<file path="src/rtl/arbiter2_rr_if.sv">
// Packet channels, source-select token, shared output and grant counters of the 2:1 arbiter.
interface arbiter2_rr_if #(
    parameter int unsigned W = 9
);
    localparam int unsigned GCNT_W = 8;

    logic              in0_valid;
    logic              in0_ready;
    logic [W-1:0]      in0_data;
    logic              in1_valid;
    logic              in1_ready;
    logic [W-1:0]      in1_data;
    logic              s_valid;
    logic              s_ready;
    logic              s_data;
    logic              out_valid;
    logic              out_ready;
    logic [W-1:0]      out_data;
    logic [GCNT_W-1:0] gcnt0;
    logic [GCNT_W-1:0] gcnt1;

    // Environment side: requesters, token sink and downstream decoder
    modport master (
        output in0_valid, in0_data, in1_valid, in1_data, s_ready, out_ready,
        input  in0_ready, in1_ready, s_valid, s_data, out_valid, out_data, gcnt0, gcnt1
    );

    // Arbiter side
    modport slave (
        input  in0_valid, in0_data, in1_valid, in1_data, s_ready, out_ready,
        output in0_ready, in1_ready, s_valid, s_data, out_valid, out_data, gcnt0, gcnt1
    );
endinterface

</file>
<file path="src/rtl/arbiter2_rr.sv">
// Two-input round-robin packet arbiter: accepts one packet, emits its source token, then the packet.
module arbiter2_rr #(
    parameter int unsigned W = 9
) (
    input  logic         CLK,
    input  logic         RESET,
    arbiter2_rr_if.slave bus
);
    localparam int unsigned GCNT_W = 8;

    typedef enum logic [1:0] {
        IDLE     = 2'd0,
        SEND_S   = 2'd1,
        SEND_OUT = 2'd2
    } state_t;

    state_t            state_q;
    logic              prio_q;
    logic              src_q;
    logic [W-1:0]      data_q;
    logic              s_valid_q;
    logic              out_valid_q;
    logic [GCNT_W-1:0] gcnt0_q;
    logic [GCNT_W-1:0] gcnt1_q;

    logic              grant1_c;
    logic              take_c;

    // in1 wins when it is the only requester, or on a tie when the pointer favours it
    assign grant1_c = bus.in1_valid && (!bus.in0_valid || prio_q);
    assign take_c   = (state_q == IDLE) && (bus.in0_valid || bus.in1_valid);

    // Readies are combinational; gated by RESET since the state is forced to IDLE during reset
    assign bus.in0_ready = !RESET && (state_q == IDLE) && bus.in0_valid && !grant1_c;
    assign bus.in1_ready = !RESET && (state_q == IDLE) && grant1_c;

    assign bus.s_valid   = s_valid_q;
    assign bus.s_data    = src_q;
    assign bus.out_valid = out_valid_q;
    assign bus.out_data  = data_q;
    assign bus.gcnt0     = gcnt0_q;
    assign bus.gcnt1     = gcnt1_q;

    // Arbitration FSM: capture winner, hand out token, then packet; update pointer and counters
    always_ff @(posedge CLK or posedge RESET) begin
        if (RESET) begin
            state_q     <= IDLE;
            prio_q      <= 1'b0;
            src_q       <= 1'b0;
            data_q      <= '0;
            s_valid_q   <= 1'b0;
            out_valid_q <= 1'b0;
            gcnt0_q     <= '0;
            gcnt1_q     <= '0;
        end else begin
            case (state_q)
                IDLE: begin
                    if (take_c) begin
                        src_q     <= grant1_c;
                        data_q    <= grant1_c ? bus.in1_data : bus.in0_data;
                        s_valid_q <= 1'b1;
                        state_q   <= SEND_S;
                        if (grant1_c) begin
                            if (gcnt1_q != '1) gcnt1_q <= gcnt1_q + GCNT_W'(1);
                        end else begin
                            if (gcnt0_q != '1) gcnt0_q <= gcnt0_q + GCNT_W'(1);
                        end
                    end
                end
                SEND_S: begin
                    if (bus.s_ready) begin
                        s_valid_q   <= 1'b0;
                        out_valid_q <= 1'b1;
                        state_q     <= SEND_OUT;
                    end
                end
                SEND_OUT: begin
                    if (bus.out_ready) begin
                        out_valid_q <= 1'b0;
                        prio_q      <= ~src_q;
                        state_q     <= IDLE;
                    end
                end
                default: begin
                    s_valid_q   <= 1'b0;
                    out_valid_q <= 1'b0;
                    state_q     <= IDLE;
                end
            endcase
        end
    end
endmodule

</file>
<file path="src/flat_wrapper.sv">
// flat-port wrapper written by rule: the top's interface ports become plain ports
module arbiter2_rr_flat 
#(
    parameter int unsigned W = 9
)
  (CLK, RESET, bus_in0_valid, bus_in0_data, bus_in1_valid, bus_in1_data, bus_s_ready, bus_out_ready, bus_in0_ready, bus_in1_ready, bus_s_valid, bus_s_data, bus_out_valid, bus_out_data, bus_gcnt0, bus_gcnt1);
  arbiter2_rr_if #(.W(W)) bus_i ();
  input  logic CLK;
  input  logic RESET;
  input wire logic [$bits(bus_i.in0_valid)-1:0] bus_in0_valid;
  input wire logic [$bits(bus_i.in0_data)-1:0] bus_in0_data;
  input wire logic [$bits(bus_i.in1_valid)-1:0] bus_in1_valid;
  input wire logic [$bits(bus_i.in1_data)-1:0] bus_in1_data;
  input wire logic [$bits(bus_i.s_ready)-1:0] bus_s_ready;
  input wire logic [$bits(bus_i.out_ready)-1:0] bus_out_ready;
  output wire logic [$bits(bus_i.in0_ready)-1:0] bus_in0_ready;
  output wire logic [$bits(bus_i.in1_ready)-1:0] bus_in1_ready;
  output wire logic [$bits(bus_i.s_valid)-1:0] bus_s_valid;
  output wire logic [$bits(bus_i.s_data)-1:0] bus_s_data;
  output wire logic [$bits(bus_i.out_valid)-1:0] bus_out_valid;
  output wire logic [$bits(bus_i.out_data)-1:0] bus_out_data;
  output wire logic [$bits(bus_i.gcnt0)-1:0] bus_gcnt0;
  output wire logic [$bits(bus_i.gcnt1)-1:0] bus_gcnt1;
  assign bus_i.in0_valid = bus_in0_valid;
  assign bus_i.in0_data = bus_in0_data;
  assign bus_i.in1_valid = bus_in1_valid;
  assign bus_i.in1_data = bus_in1_data;
  assign bus_i.s_ready = bus_s_ready;
  assign bus_i.out_ready = bus_out_ready;
  assign bus_in0_ready = bus_i.in0_ready;
  assign bus_in1_ready = bus_i.in1_ready;
  assign bus_s_valid = bus_i.s_valid;
  assign bus_s_data = bus_i.s_data;
  assign bus_out_valid = bus_i.out_valid;
  assign bus_out_data = bus_i.out_data;
  assign bus_gcnt0 = bus_i.gcnt0;
  assign bus_gcnt1 = bus_i.gcnt1;
  arbiter2_rr #(.W(W)) u_core (.CLK(CLK), .RESET(RESET), .bus(bus_i));
endmodule
</file>
<file path="config.mk">
export PLATFORM = sky130hd
export DESIGN_NAME = arbiter2_rr_flat
export DESIGN_NICKNAME = d
export VERILOG_FILES = /design/src/rtl/arbiter2_rr_if.sv /design/src/rtl/arbiter2_rr.sv /design/src/flat_wrapper.sv
export SDC_FILE = /design/constraint.sdc
export NUM_CORES = 1
export LEC_CHECK = 0
export ABC_AREA = 1
export ABC_CLOCK_PERIOD_IN_PS = 1660
export CORE_MARGIN = 5
export CORE_UTILIZATION = 46
export DETAILED_ROUTE_END_ITERATION = 6
export PLACE_DENSITY = 0.8
export SETUP_SLACK_MARGIN = 0.2
export SYNTH_ARGS = -nofsm -noshare
export SYNTH_HDL_FRONTEND = slang
export SYNTH_SLANG_ARGS = --single-unit
</file>
<file path="constraint.sdc">
create_clock -name CLK -period 1.66 [get_ports CLK]
set_input_delay 0.332 -clock CLK [delete_from_list [all_inputs] [get_ports CLK]]
set_output_delay 0.332 -clock CLK [all_outputs]
set_load 0.05 [all_outputs]
</file>
==> results of run 1 <==
area by class of cell:
type                    count  area (µm²)
flip-flops and latches     31         782
inverters                  16        68.8
fillers                   216         679
multi-input cells         173         936
well taps                  46        57.6
repair buffers             79         806
clock buffers               6        51.3
clock inverters             2        35.0
cells by family after synthesis:
logic type               after synthesis
AND/OR/NAND/NOR                      137
adder cells (fa/ha/maj)                2
buffers and inverters                 20
XOR/XNOR                               6
flip-flops                            31
AO/OA/AOI/OAI                         26
power by group through the flow:
stage               sequential (µW)  clock (µW)  combinational, µW
finish                         1370         635               3120
global route                   1410         678               3320
CTS                            1350         638               2720
detailed placement             1360           0               2560
global placement               1360           0               2530
floorplan                      2180           0                836
final timing paths:
kind,slack [ns],start,endpoint
worst max-delay path,-0.0009,u_core.state_q[1],bus_in0_ready
max in group asynchronous,1.02,RESET,u_core.bus.gcnt1[1]
worst min-delay path,0.33,RESET,u_core.bus.gcnt0[3]
worst min register to register,0.48,u_core.bus.out_valid,u_core.bus.out_valid
min in group CLK,0.48,u_core.bus.out_valid,u_core.bus.out_valid
worst max register to register,0.12,u_core.state_q[1],u_core.bus.gcnt0[1]
through the flow:
step | hold WS, ns | TNS, ns
floorplan | 0.258 | 0
global placement | 0.458 | -0.0256
detailed placement | 0.459 | -0.103
CTS | 0.332 | 0
global route | 0.365 | -0.0255
finish | 0.327 | -0.000881
state kept, by name (all words and copies together), names as in the netlist:
signal and count:
u_core.bus.out_valid 1, u_core.bus.out_data 9, u_core.bus.gcnt1 8, u_core.state_q 2, u_core.bus.s_data 1, u_core.bus.s_valid 1
u_core.bus.gcnt0 8, u_core.prio_q 1
layout by cell type (no fill, tap or decap), types with 2 or more instances in the layout:
cell type         n
nand2_2           8
xnor2_1           3
buf_12           10
buf_4            38
nand3b_1          3
clkdlybuf4s50_1  20
clkbuf_4          5
nand2_4           2
a21oi_1          12
nor2_2            2
buf_6             7
dfrtp_1          26
inv_1            12
dlygate4sd2_1     3
a21oi_2           6
nand3_1           4
nand3_4           3
nand3_2           2
nor2_4            6
xor2_1            3
inv_4             2
o21ai_1           2
dfrtp_2           5
nor2_1           21
o21ai_0           5
nand2_1          87
repair_timing:
item | CTS | global route
gates cloned | 0 | 2
resized for setup | 11 | 33
pin swaps | 4 | 13
endpoints found under the setup margin | 3 | 21
buffers inserted | 6 | 10
routing by layer:
metal | up-vias | track usage [%] | share of wire (%) | wire length, µm
met2 | 51 | 32.9 | 54 | 2680
met3 | 9 | 5.31 | 4.8 | 239
li1 | 873 | - | - | -
met5 | - | 0 | 0 | 0
met4 | 0 | 7.66 | 2.0 | 99
met1 | 832 | 22.2 | 39 | 1920
worst min-delay path, cell delays in order:
cell and delay [ns]:
dlygate4sd2_1 0.29, clkinvlp_4 0.11, buf_4 0.36
==> flow_summary.ini, run 1 <==
[outcome]
status = complete, but fails checks
violations = negative setup slack

[sta]
period_needed_ns = 1.66
fin_skew_ns = 0.0119
tightest_slew_ns = 0.396
rsz0062_at_grt = true
fmax_mhz = 602
drv_slew = 0
slew_headroom_pct = 73.6
period_share_pct = 100
setup_violations = 1
setup_ws_ns = -0.000881
finalHoldViolCount = 0

[cts]
cts_tree = built
clk_pin_slew_worst_paths_ns = 0.11
htreeDepth = 2
hold_buffers = 0
root_buffer = clkbuf_4
clkSinkCount = 31
cts.path.max_buffers = 2
clkLatencyLatePin_ns = 0.34
cts_made_buffers = 5

[drt]
drt_wl_total_mm = 4.94
routed-via-count = 1765
ant_nets = 0
drt-vias-per-instance = 5.00
wl_per_cell_um = 14.0
drt_iter0_drc = 97
drc = 0
dr.pass1.iters = 6

[synthesis]
synth_adder_area_share_pct = 1.51
synth_top_family_by_area = simple AND/OR/NAND/NOR gates
synth.area.top_cells = dfrtp_1 (47%), nand2_1 (22%), a21oi_1 (5.4%)
yosys.area.top_type_share_pct = 46.9
yosys.area_share.simple_pct = 34.7
yosysTopAreaCell = dfrtp_1
synthArstFlopShare_pct = 100
post_synth_xor_area_fraction_pct = 3.17
synthMuxAreaShare_pct = 0
synth_compound_area_share_pct = 8.09
synth_warnings = 0
synth.most_common_cell = nand2_1
syn-num-nets = 248
netlist_instances = 222
yosysUniqueCellTypes = 21
synth_seq_area_share_pct = 46.9
syn_avg_cell_area_um2 = 7.46
netlist_area_mm2 = 0.00166
synthFlopType = dfrtp_1
synth-seq-cells = 31
synth_edf_count = 0
synth_common_cells = nand2_1 (96), dfrtp_1 (31), nor2_1 (23)

[global_route]
grt_pass1_vias = 1655
grt_pass1_wl_mm = 7.58
grt-ovfl-total = 0
grt_max_degree = 32
gr-usage-all-layers_pct = 19.1
grt_antenna_before_repair = 0

[worst_setup_path]
cp_slowest_cell = dfrtp_1
cp_top_family = flip-flops
cp.required_ns = 1.33
worstSetupStartpointType = flip-flop
worstPathCellList = nor2_4 -> nand3_2 -> nor2_4 -> buf_8
cp-end-kind = primary output
cp_max_fo = 3
worstRegToRegCells = 9
worst-path-buf-inv = 1
crit_path_max_incr_delay_ns = 0.42
critPathKind = flip-flop to primary output
path_depth = 4
cp_common_cell = nor2_4
arrival_ns = 1.33

[floorplanning]
coreArea_mm2 = 0.00342
die_w_um = 70.0
io_pins = 54
die_y_um = 70.0
rows = 21
die-area_mm2 = 0.00490
start_util_pct = 48.5

[final_layout]
fin_area_mm2 = 0.00274
layout-drive-gt1-share_pct = 34.2
area_delta_synth_final_pct = 65.3
finish.utilization_pct = 80.1
antenna_cells = 0
instances_no_fill = 353
fin_nets = 332

[pwr]
pwr-share-clk_pct = 12.4
switching_share_pct = 48.1
comb_power_share_pct = 60.9
power_uw = 5130
vdd_ir_drop_max_uv = 995
powerDensity_mw_per_mm2 = 1870
power_switching_uw = 2470
intPower_uw = 2660
pwr-share-seq_pct = 26.7
p_leak_uw = 0.00130

[placed_design]
dp_hpwl_mm = 2.96
gp_congestion = 0.818
place_area_mm2 = 0.00235
place_inst = 327
io_buffer_count = 53
dp_slack_ns = -0.0489

[job]
maxCapViolations = 0

[min_path]
hold_path_class = input pin to asynchronous set/reset pin
No activity file was read; power rests on OpenSTA's default activity.
==> run 2: changes to the inputs <==
--- a/config.mk
+++ b/config.mk
@@ -9,6 +9,7 @@
 export ABC_CLOCK_PERIOD_IN_PS = 1660
 export CORE_MARGIN = 5
 export CORE_UTILIZATION = 46
+export CTS_BUF_LIST = sky130_fd_sc_hd__clkbuf_8 sky130_fd_sc_hd__clkbuf_16
 export DETAILED_ROUTE_END_ITERATION = 6
 export PLACE_DENSITY = 0.8
 export SETUP_SLACK_MARGIN = 0.2
==> run 2 against run 1 <==
The flow now finishes without violations. Design area is 4.3% lower. Clock power grew 23%. Non-clock buffer count fell by 7. Register-to-register slack gained 0.11 ns. Final cell count is 2.5% lower. Largest power group unchanged. Highest routed layer unchanged.
==> flow_summary.ini, run 2 (synthesis results as in run 1) <==
[placed_design]
place_inst = 327
dp_hpwl_mm = 2.96
io_buffer_count = 53
gp_congestion = 0.818
dp_slack_ns = -0.0489

[sta]
rsz0062_at_grt = true
drv_slew = 0
fin_skew_ns = 0.00692
finalHoldViolCount = 0
period_needed_ns = 1.57
setup_violations = 0
slew_headroom_pct = 73.7
period_share_pct = 94.6
fin_setup_tns_ns = 0
fmax_mhz = 637
tightest_slew_ns = 0.394
setup_ws_ns = 0.0901

[global_route]
grt_pass1_wl_mm = 7.33
grt_antenna_before_repair = 0
grt_pass1_vias = 1635
gr-usage-all-layers_pct = 18.6
grt-ovfl-total = 0
grt_max_degree = 32

[cts]
htreeDepth = 2
hold_buffers = 0
cts_tree = built
cts.path.max_buffers = 2
clkLatencyLatePin_ns = 0.29
cts_made_buffers = 5
clk_pin_slew_worst_paths_ns = 0.07
clkSinkCount = 31
root_buffer = clkbuf_8

[final_layout]
num-fill-cells = 244
area_delta_synth_final_pct = 58.1
fin_nets = 323
instances_no_fill = 344
final_cell_mix = nand2_1 (93), buf_4 (37), dfrtp_1 (26)
layout_commonest_cell = nand2_1
largest_reg_flops = 9
layout-drive-gt1-share_pct = 29.9
antenna_cells = 0

[worst_setup_path]
worstSetupStartpointType = flip-flop
worst-path-buf-inv = 1
worstPathCellList = nor2_4 -> nand3_2 -> nor2_2 -> buf_6
critPathKind = flip-flop to primary output
cp-end-kind = primary output
cp_max_fo = 3
arrival_ns = 1.24
cp.required_ns = 1.33
cp_slowest_cell = dfrtp_1
cp_top_family = flip-flops
crit_path_max_incr_delay_ns = 0.41

[drt]
drt_wl_total_mm = 4.47
highest_layer = met4
ant_nets = 0
met2_length_mm = 2.39
drt-vias-per-instance = 4.95
drc = 0
dr.pass1.iters = 4
wl_met3_um = 241
drt_iter0_drc = 134
wl_met1_mm = 1.75
wl_per_cell_um = 13.0
routed-via-count = 1704

[pwr]
pwr-share-clk_pct = 15.6
comb_power_share_pct = 57.2
intPower_uw = 2630
powerDensity_mw_per_mm2 = 1910
pwr-share-seq_pct = 27.2
p_leak_uw = 0.00126
switching_share_pct = 47.2
power_switching_uw = 2360
vdd_ir_drop_max_uv = 1050

[min_path]
hold_path_class = input pin to asynchronous set/reset pin

[floorplanning]
start_util_pct = 48.5
die-area_mm2 = 0.00490
die_y_um = 70.0
rows = 21
die_w_um = 70.0
coreArea_mm2 = 0.00342
io_pins = 54

[outcome]
status = completed

[job]
maxCapViolations = 0
run 2: power by group through the flow:
stage	Clock (µW)	Sequential [µW]	Combinational, µW
6_report	780	1360	2850
2_1_floorplan	0	2180	836
3_5_place_dp	0	1360	2560
3_3_place_gp	0	1360	2530
5_1_grt	832	1400	3050
4_1_cts	796	1350	2720
run 2: final cells by class:
cell class	instances	area (µm²)	area share, %
clock inverters	2	35.0	1.34
flip-flops and latches	31	782	29.9
well taps	46	57.6	2.20
repair buffers	72	727	27.8
inverters	16	63.8	2.44
multi-input cells	171	870	33.2
clock buffers	6	82.6	3.15
run 2: what timing repair did:
action | 4_1_cts | 5_1_grt
hold endpoints to repair | 0 | 0
gates resized for setup | 11 | 13
setup buffers | 6 | 3
setup endpoints to repair | 3 | 22
pin swaps | 4 | 4
cloned | 0 | 0
run 2: worst min-delay path, cell delays in order:
cell	delay [ns]
dlygate4sd2_1	0.30
clkinvlp_4	0.11
buf_4	0.36
run 2: per-stage QoR:
step | utilization (%) | cell area, µm² | hold slack [ns] | power [µW]
global placement | 68.8 | 2350 | 0.458 | 3880
detailed placement | 68.8 | 2350 | 0.459 | 3920
CTS | 74.4 | 2540 | 0.387 | 4870
global route | 76.6 | 2620 | 0.436 | 5280
floorplan | - | 1670 | 0.258 | 3010
finish | 76.6 | 2620 | 0.389 | 4990
run 2: layer usage:
| metal | global-route usage, % | vias to the layer above |
|---|---|---|
| li1 | - | 844 |
| met1 | 21.2 | 802 |
| met2 | 31.9 | 51 |
| met3 | 5.60 | 7 |
| met4 | 8.30 | 0 |
| met5 | 0 | - |
run 2: final timing paths:
path / start / to / slack [ns] / cells after the start
setup / recovery: u_core.state_q[1] / bus_in0_ready / 0.09 / 4
hold / removal: RESET / u_core.bus.gcnt1[4] / 0.39 / 3
setup reg to reg: u_core.state_q[0] / u_core.bus.out_data[7] / 0.23 / 7
hold reg to reg: u_core.bus.out_valid / u_core.bus.out_valid / 0.48 / 2
max in group asynchronous: RESET / u_core.bus.gcnt1[1] / 0.96 / 3
min in group CLK: u_core.bus.out_valid / u_core.bus.out_valid / 0.48 / 2
